--- src/rtl/fetch_if.sv ---
// Instruction-memory handshake between the fetch stage and instruction memory.
interface fetch_if;
  logic        ihit;
  logic [31:0] imemload_in;
  logic        imemREN;
  logic [31:0] imemaddr;

  // fetch stage issues the request, memory answers
  modport master (input ihit, imemload_in, output imemREN, imemaddr);
  modport slave  (output ihit, imemload_in, input imemREN, imemaddr);
endinterface

--- src/rtl/fetch_stage.sv ---
// MIPS instruction-fetch stage: PC register, imem request, redirect/stall/halt
// handling and the registered IF/ID fields handed to decode.
// Prediction is always not-taken (npc = pc + 4).
module fetch_stage #(
  parameter logic [31:0] PC_INIT = 32'h0000_0000
) (
  input  logic        CLK,
  input  logic        nRST,
  fetch_if.master     imem,
  input  logic        stall,
  input  logic        redirect,
  input  logic [31:0] redirect_pc,
  input  logic        halt_in,
  output logic [31:0] ifid_imemload,
  output logic [31:0] ifid_pc,
  output logic [31:0] ifid_pc4,
  output logic [31:0] ifid_npc,
  output logic        ifid_valid,
  output logic [31:0] fetch_cnt
);

  typedef enum logic {RUN, HALTED} state_t;

  typedef struct packed {
    logic [31:0] imemload;
    logic [31:0] pc;
    logic [31:0] pc4;
    logic [31:0] npc;
    logic        valid;
  } ifid_t;

  // all-zero entry: imemload 0 is sll $0,$0,0, i.e. a nop
  localparam ifid_t BUBBLE = '0;

  state_t      state, state_n;
  logic [31:0] pc, pc_n, pc4;
  logic [31:0] cnt, cnt_n;
  ifid_t       ifid, ifid_n;

  assign pc4           = pc + 32'd4;  // wraps naturally at 2^32
  assign imem.imemaddr = pc;
  assign imem.imemREN  = (state == RUN);

  assign ifid_imemload = ifid.imemload;
  assign ifid_pc       = ifid.pc;
  assign ifid_pc4      = ifid.pc4;
  assign ifid_npc      = ifid.npc;
  assign ifid_valid    = ifid.valid;
  assign fetch_cnt     = cnt;

  // State, PC, IF/ID and delivery counter registers
  always_ff @(posedge CLK or negedge nRST) begin
    if (!nRST) begin
      state <= RUN;
      pc    <= PC_INIT;
      ifid  <= BUBBLE;
      cnt   <= '0;
    end else begin
      state <= state_n;
      pc    <= pc_n;
      ifid  <= ifid_n;
      cnt   <= cnt_n;
    end
  end

  // Next-state: halt > redirect > stall > ihit > bubble; HALTED freezes everything
  always_comb begin
    state_n = state;
    pc_n    = pc;
    ifid_n  = ifid;
    cnt_n   = cnt;
    case (state)
      RUN: begin
        if (halt_in) begin
          state_n = HALTED;
          ifid_n  = BUBBLE;
        end else if (redirect) begin
          // flush wins over stall; the in-flight fetch is dropped
          pc_n   = {redirect_pc[31:2], 2'b00};
          ifid_n = BUBBLE;
        end else if (stall) begin
          // hold everything; an ihit now is dropped and this pc is refetched
          pc_n   = pc;
        end else if (imem.ihit) begin
          pc_n   = pc4;
          ifid_n = '{imemload: imem.imemload_in, pc: pc, pc4: pc4, npc: pc4, valid: 1'b1};
          cnt_n  = cnt + 32'd1;
        end else begin
          ifid_n = BUBBLE;
        end
      end
      HALTED: begin
        state_n = HALTED;
      end
      default: state_n = RUN;
    endcase
  end

endmodule

--- src/flat_wrapper.sv ---
// flat-port wrapper written by rule: the top's interface ports become plain ports
module fetch_stage_flat 
#(
  parameter logic [31:0] PC_INIT = 32'h0000_0000
)
  (CLK, nRST, stall, redirect, redirect_pc, halt_in, ifid_imemload, ifid_pc, ifid_pc4, ifid_npc, ifid_valid, fetch_cnt, imem_ihit, imem_imemload_in, imem_imemREN, imem_imemaddr);
  fetch_if imem_i ();
  input  logic CLK;
  input  logic nRST;
  input  logic stall;
  input  logic redirect;
  input  logic [31:0] redirect_pc;
  input  logic halt_in;
  output logic [31:0] ifid_imemload;
  output logic [31:0] ifid_pc;
  output logic [31:0] ifid_pc4;
  output logic [31:0] ifid_npc;
  output logic ifid_valid;
  output logic [31:0] fetch_cnt;
  input wire logic [$bits(imem_i.ihit)-1:0] imem_ihit;
  input wire logic [$bits(imem_i.imemload_in)-1:0] imem_imemload_in;
  output wire logic [$bits(imem_i.imemREN)-1:0] imem_imemREN;
  output wire logic [$bits(imem_i.imemaddr)-1:0] imem_imemaddr;
  assign imem_i.ihit = imem_ihit;
  assign imem_i.imemload_in = imem_imemload_in;
  assign imem_imemREN = imem_i.imemREN;
  assign imem_imemaddr = imem_i.imemaddr;
  fetch_stage #(.PC_INIT(PC_INIT)) u_core (.CLK(CLK), .nRST(nRST), .imem(imem_i), .stall(stall), .redirect(redirect), .redirect_pc(redirect_pc), .halt_in(halt_in), .ifid_imemload(ifid_imemload), .ifid_pc(ifid_pc), .ifid_pc4(ifid_pc4), .ifid_npc(ifid_npc), .ifid_valid(ifid_valid), .fetch_cnt(fetch_cnt));
endmodule
--- config.mk ---
export PLATFORM = sky130hd
export DESIGN_NAME = fetch_stage_flat
export DESIGN_NICKNAME = d
export VERILOG_FILES = /design/src/rtl/fetch_if.sv /design/src/rtl/fetch_stage.sv /design/src/flat_wrapper.sv
export SDC_FILE = /design/constraint.sdc
export NUM_CORES = 1
export LEC_CHECK = 0
export BUFFER_PORTS_ARGS = -buffer_cell sky130_fd_sc_hd__buf_2
export CORE_ASPECT_RATIO = 0.6
export CORE_MARGIN = 5
export CORE_UTILIZATION = 49
export DETAILED_ROUTE_END_ITERATION = 16
export GPL_ROUTABILITY_DRIVEN = 0
export HOLD_SLACK_MARGIN = 0.05
export PLACE_DENSITY_LB_ADDON = 0.08
export SETUP_SLACK_MARGIN = 0.05
export SLEW_MARGIN = 0
export SYNTH_ARGS = -nofsm -noshare
export SYNTH_HDL_FRONTEND = slang
export SYNTH_SLANG_ARGS = --single-unit
--- constraint.sdc ---
create_clock -name CLK -period 5.9 [get_ports CLK]
set_input_delay 0.295 -clock CLK [delete_from_list [all_inputs] [get_ports CLK]]
set_output_delay 0.295 -clock CLK [all_outputs]
set_load 0.03 [all_outputs]
==> metrics, run 1 <==
Switching Share 25.0%; Critical path origin u_core.state; mean number of vias per cell between 5 and 6; global-route usage over all layers between 20% and 30%; Final Power 2.42 mW; CP Capture Type flip-flop; yosys warns 0; total core area 15200 sq um; final setup violating endpoints 0; Starting DRT DRC Count ~600; P per Cell Area 261 nW/um^2; startpoint types flip-flop; cts hold-fix bufs 0; XOR/XNOR Fraction of Synth Area 4.87%; ys flop type dfrtp_1; worst path required time 6.20 ns; Peak VDD IR between 0.15 and 0.2 mV; largest family of logic cells by synthesized area simple AND/OR/NAND/NOR gates; Critical R2R Launch u_core.state; worst setup margin 2.74 ns; IO buf count approximately 260; unrepaired setup endpoints after global routing no; IO Pins about 260; latest clock arrival within the worst-skew pair 0.42 ns; Gate Count Post-Synth 722; min-delay worst type primary input to asynchronous set/reset pin; Slew @ Worst Pin 1.27 ns; placed cells about 1100; post-synthesis compound-gate area fraction 16.2%; Final Slew Violations 0; Power Internal roughly 1.8 mW; Clock Pin Slew Worst Setup and Hold Paths around 0.070 ns; worst clock skew between 0.01 and 0.015 ns; Pleak 4.76 nW; first-pass GRT wire length 36.4 mm; flops & latches, synth 157; CP arrival ~3.5 ns; Reg power frac between 40% and 50%; Layout area overhead 22.5%; combinational power share 6.6%; Slew HR 14.8%; Num CTS Buffers 17; drt first pass iters 6; DR vias roughly 6700; post-CTS setup buffer count 0; final net count 983; max_cap viols 0; GRT overflow 0; largest net degree at the start of global routing roughly 120; Synth Cell Area 7560 sq um; Final Hold Vio Count 0; P_sw 604 uW; Root Buffer clkbuf_16; post-synth cell types 54; outcome completed; vias in the first global route 6404; EDFF count, synth 0; non-filler cells in the finished layout 1128; FMAX 0.316 GHz; Placed Area between 8000 and 9000 sq um; Fillers 1308; FP Rows 35; mean post-synth cell area about 10 sq um; Clock power frac between 40% and 50%; initial antenna violation count 1; kind of critical path flip-flop to flip-flop; most common cell after layout, fill and taps aside buf_2; sequential area share after synthesis between 50% and 60%; post-cts resize count 0; simple-gate share of the synthesized area 17.4%; Starting Density between 40 and 50%; Die W 170 microns; area share of fa/ha/maj cells after synthesis 0.331%; most frequent cells in the layout buf_2 (258), dfrtp_1 (157), nand2_1 (68); final period utilization between 50% and 60%; DIE HEIGHT roughly 110 microns; CP max FO 29; DRT Wirelength between 20 and 25 mm; routed len/inst 20.6 microns; clk sinks 157; # H-tree levels 4; hpwl dp between 15 and 20 mm; die area 18100 sq um; CTS tree done; layout cell share with drive strength beyond 1 33.7%; deepest clock path buffer count 2; multiplexer area fraction after synthesis under 10%; design area between 9000 and 10000 sq um; ys async rst share 100%; Place WS 2.63 ns; ANT nets after route 0; setup TNS 0 ns; # DRC 0; crit path time final about 3.2 ns
==> flip-flops by register name (all words and copies together) (netlist names) <==
name                  flops
u_core.fetch_cnt         32
u_core.ifid_imemload     32
u_core.ifid_pc4          31
u_core.ifid_pc           30
u_core.imem.imemaddr     30
u_core.ifid_valid         1
u_core.state              1
==> power by group through the flow <==
stage          sequential (mW)  clock [mW]  combinational [mW]
2_1_floorplan             1.16           0              0.0524
3_3_place_gp              1.13           0               0.159
3_5_place_dp              1.13           0               0.161
4_1_cts                   1.11        1.17               0.161
5_1_grt                   1.11        1.22               0.173
6_report                  1.11        1.15               0.159
==> through the flow <==
step / utilization (%) / hold slack (ns)
after detailed placement: 56.7 / 0.459
final: 60.8 / 0.0293
after global placement: 56.7 / 0.456
after global routing: 60.8 / 0.0712
after floorplan: - / -0.000591
after CTS: 60.7 / 0.0707
==> area by class of cell <==
type / count / area [sq um] / share of cell area (%)
Clock inverter: 12 / 149 / 1.61
Sequential cell: 157 / 3930 / 42.4
Timing Repair Buffer: 265 / 1350 / 14.6
Multi-Input combinational cell: 458 / 3070 / 33.1
Inverter: 12 / 45.0 / 0.486
Antenna cell: 1 / 2.50 / 0.0270
Clock buffer: 20 / 467 / 5.04
Tap cell: 203 / 254 / 2.74
==> worst max-delay path: stages, from the launching register on <==
cell      delay [ns]
dfrtp_1         0.42
nor4b_2         0.82
nand2_1         0.88
or4_1           0.79
o311ai_0        0.13
==> kinds of logic (layout without fill, tap and decap cells) <==
group	Yosys count	after routing
mux	10	10
buf+inv	108	309
compound gates	165	165
xor+xnor	42	42
simple gates	237	237
flops	157	157
other cells	1	3
fa+ha+maj	2	2
==> metal layers <==
metal | up-vias | share of wire (%) | track usage (%)
li1 | 2998 | - | -
met1 | 3277 | 45 | 38.8
met2 | 372 | 43 | 35.9
met3 | 35 | 10 | 6.50
met4 | 0 | 1.7 | 7.92
met5 | - | 0 | 0
==> final timing paths <==
| check | to | slack (ns) | depth (start not counted) |
|---|---|---|---|
| worst max register to register | u_core.imem.imemaddr[20] | 2.74 | 4 |
| worst max-delay path | u_core.imem.imemaddr[20] | 2.74 | 4 |
| max in group asynchronous | u_core.fetch_cnt[25] | 4.71 | 2 |
| min in group CLK | u_core.ifid_imemload[10] | 0.09 | 2 |
| worst min register to register | u_core.ifid_pc[22] | 0.48 | 2 |
| worst min-delay path | u_core.ifid_pc[25] | 0.03 | 1 |
==> cells in the mapped netlist (6+ instances only) <==
master / n / share of area, %
dfrtp_1: 157 / 52
nand2_1: 68 / 3.4
a22o_1: 57 / 6.6
buf_4: 42 / 4.2
nand3_1: 39 / 2.6
xnor2_1: 36 / 4.2
o21ai_0: 29 / 1.9
clkbuf_1: 28 / 1.4
nand4_1: 24 / 2.0
buf_2: 23 / 1.5
nor3_1: 17 / 1.1
a22oi_1: 15 / 1.5
and3_1: 15 / 1.2
nor2_1: 14 / 0.70
o211ai_1: 14 / 1.4
a211oi_1: 12 / 1.2
inv_1: 12 / 0.60
or4_1: 11 / 1.1
mux2i_1: 10 / 1.3
and4_1: 9 / 1.0
nor4_1: 9 / 0.74
a21oi_1: 8 / 0.53
o22ai_1: 8 / 0.66
xor2_1: 6 / 0.70
Note: power is estimated with default switching activity, not from simulation.
==> inputs of run 2 (changes only) <==
- CORE_UTILIZATION: 49 -> 46
- clock period: 5.9 -> 2.64 ns (I/O delays scaled with it)
==> run 2 against run 1 <==
  * Maximum frequency increased by 31%
  * Register-to-register slack lost 2.5 ns
  * Clock skew is essentially flat
  * First-iteration DRC count grew 0.33%
  * Global-route usage about the same
  * Clock power rose by 110%
  * Final area grew 8.4%
  * Non-clock buffer count up 79
  * Sequential share of layout area fell by 3.3 points
  * Count of clock-buffer cells in the layout decreased by 3
  * Critical path type unchanged
  * Largest cell class unchanged
==> metrics, run 2 (same netlist as run 1, synthesis figures left out) <==
Clock Pin Slew Worst Setup and Hold Paths 0.07 ns; Layout area overhead 32.8%; layout cell share with drive strength beyond 1 33.2%; Fillers 1328; unrepaired setup endpoints after global routing yes; flop-to-flop setup slack 0.23 ns; deepest clock path buffer count 2; r2r endpoint u_core.imem.imemaddr[17]; drt first pass iters 7; diodes inserted 0; DRT Wirelength 25.0 mm; worst clock skew ~0.013 ns; gr busiest metal met1; routed len/inst slightly above 20 microns; worst path required time 2.92 ns; hpwl dp roughly 17 mm; Power Internal around 4.0 mW; final period utilization 91.4%; min-delay worst type primary input to flip-flop; CP max stage delay between 0.7 and 0.8 ns; Critical path buffers and inverters 0; clk sinks 157; FMAX roughly 0.41 GHz; met2 Resource Use GR 37.4%; max_cap viols 0; Num CTS Buffers 17; Root Buffer clkbuf_16; Multi-input gate area 3070 sq um; latest clock arrival within the worst-skew pair 0.43 ns; worst-path cell chain nand3_1 > nor4_1 > mux2i_1 > o21ai_0; most frequent cells in the layout buf_2 (258), dfrtp_1 (157), nand2_1 (68); CP Capture Type flip-flop; Switching Share roughly a quarter; most common cell after layout, fill and taps aside buf_2; startpoint types flip-flop; final net count around 1100; IO Pins 264; Clock power frac between 40 and 50%; post-CTS setup buffer count 0; combinational power share 8.1%; IO buf count roughly 260; ANT nets after route 0; r2r worst-path depth 4; Starting Density 46.7%; kind of critical path flip-flop to flip-flop; # H-tree levels 4; P_sw 1.37 mW; Die W 175 microns; CP max FO 12; mean number of vias per cell 5.77; Critical R2R Launch u_core.imem.imemaddr[2]; P per Cell Area approximately 540 nW/um^2; Final Hold Vio Count 0; setup TNS 0 ns; Final Power 5.39 mW; Reg power frac 46.1%; # DRC 0; met1 Use GR 38.4%; DR vias 6996; CTS tree done; Slew @ Worst Pin 0.873 ns; global-route usage over all layers 25.6%; final setup violating endpoints 0; first-pass GRT wire length 38.2 mm; Hold Crit Depth 3; largest net degree at the start of global routing 72; Starting DRT DRC Count 600; GR Util met3 6.84%; post-cts resize count 0; vias in the first global route 6701; GRT overflow 0; CP top delay family simple AND/OR/NAND/NOR gates; die area roughly 19000 sq um; total core area between 15000 and 20000 sq um; crit path time final 2.41 ns; initial antenna violation count 0; DIE HEIGHT 109 microns; FP Rows 36; Final Slew Violations 0; Reg area 3930 sq um; CP arrival ~2.7 ns; Peak VDD IR around 0.42 mV; Slew HR 41.7%; Worst path slowest cell nor4_1; hold endpoint u_core.imem.imemaddr[2]; Pleak 5.11 nW; Min-Delay Startpoint redirect_pc[2]; outcome completed
## run 2: cell types whose count changed in the layout (fill, tap and decap cells not counted)
| cell | before | now |
|---|---|---|
| diode_2 | 1 | 0 |
| buf_4 | 6 | 23 |
| dlygate4sd3_1 | 0 | 57 |
| clkinvlp_4 | 1 | 2 |
| inv_6 | 5 | 3 |
| clkinv_2 | 0 | 3 |
| buf_12 | 0 | 5 |
| clkinv_4 | 3 | 4 |
| clkbuf_8 | 3 | 0 |
## run 2: worst max-delay path by stage
stage,startpoint,end,slack (ns),depth (start not counted)
after floorplan,u_core.imem.imemaddr[6],u_core.imem.imemaddr[31],0.50,5
after global placement,u_core.imem.imemaddr[2],u_core.ifid_pc4[22],0.42,5
after detailed placement,u_core.imem.imemaddr[2],u_core.imem.imemaddr[17],0.35,4
after CTS,u_core.imem.imemaddr[2],u_core.imem.imemaddr[17],0.31,4
after global routing,u_core.imem.imemaddr[2],u_core.ifid_pc4[29],0.05,4
final,u_core.imem.imemaddr[2],u_core.imem.imemaddr[17],0.23,4
## run 2: power groups by stage
stage	sequential [mW]	clock (mW)	combinational, mW
3_3_place_gp	2.52	0	0.367
5_1_grt	2.49	2.61	0.471
2_1_floorplan	2.60	0	0.117
3_5_place_dp	2.53	0	0.371
4_1_cts	2.48	2.52	0.438
6_report	2.48	2.47	0.437
## run 2: layer usage
layer | share of wire [%] | vias up | routed length (microns)
li1 | - | 3169 | -
met1 | 46 | 3453 | 11600
met2 | 43 | 355 | 10900
met3 | 9.1 | 19 | 2280
met4 | 0.98 | 0 | 246
met5 | 0 | - | 0
## run 2: cell type report
class / count / area share [%]
Sequential cell: 157 / 39.1
Clock buffer: 17 / 4.24
Tap cell: 209 / 2.61
Timing Repair Buffer: 344 / 21.4
Inverter: 12 / 0.449
Clock inverter: 15 / 1.62
Multi-Input combinational cell: 458 / 30.6
## run 2: repair_timing
action                                  CTS  global route
endpoints found under the setup margin    0             1
hold endpoints to repair                125             0
hold buffers                             57             0
## run 2: worst min-delay path, delay by kind of cell
kind            cells  cell delay, ns
compound gates      2            0.23
buf+inv             1            0.09
## run 2: through the flow
stage	hold slack [ns]	cells	utilization, %	worst slack [ns]	cell area [sq um]
after global placement	0.193	1123	54.9	0.423	8880
after detailed placement	0.211	1123	54.9	0.355	8880
after floorplan	-0.164	723	-	0.501	7560
after CTS	0.0506	1212	62.1	0.307	10000
after global routing	0.102	1212	62.1	0.0490	10000
final	0.0653	1212	62.1	0.226	10000
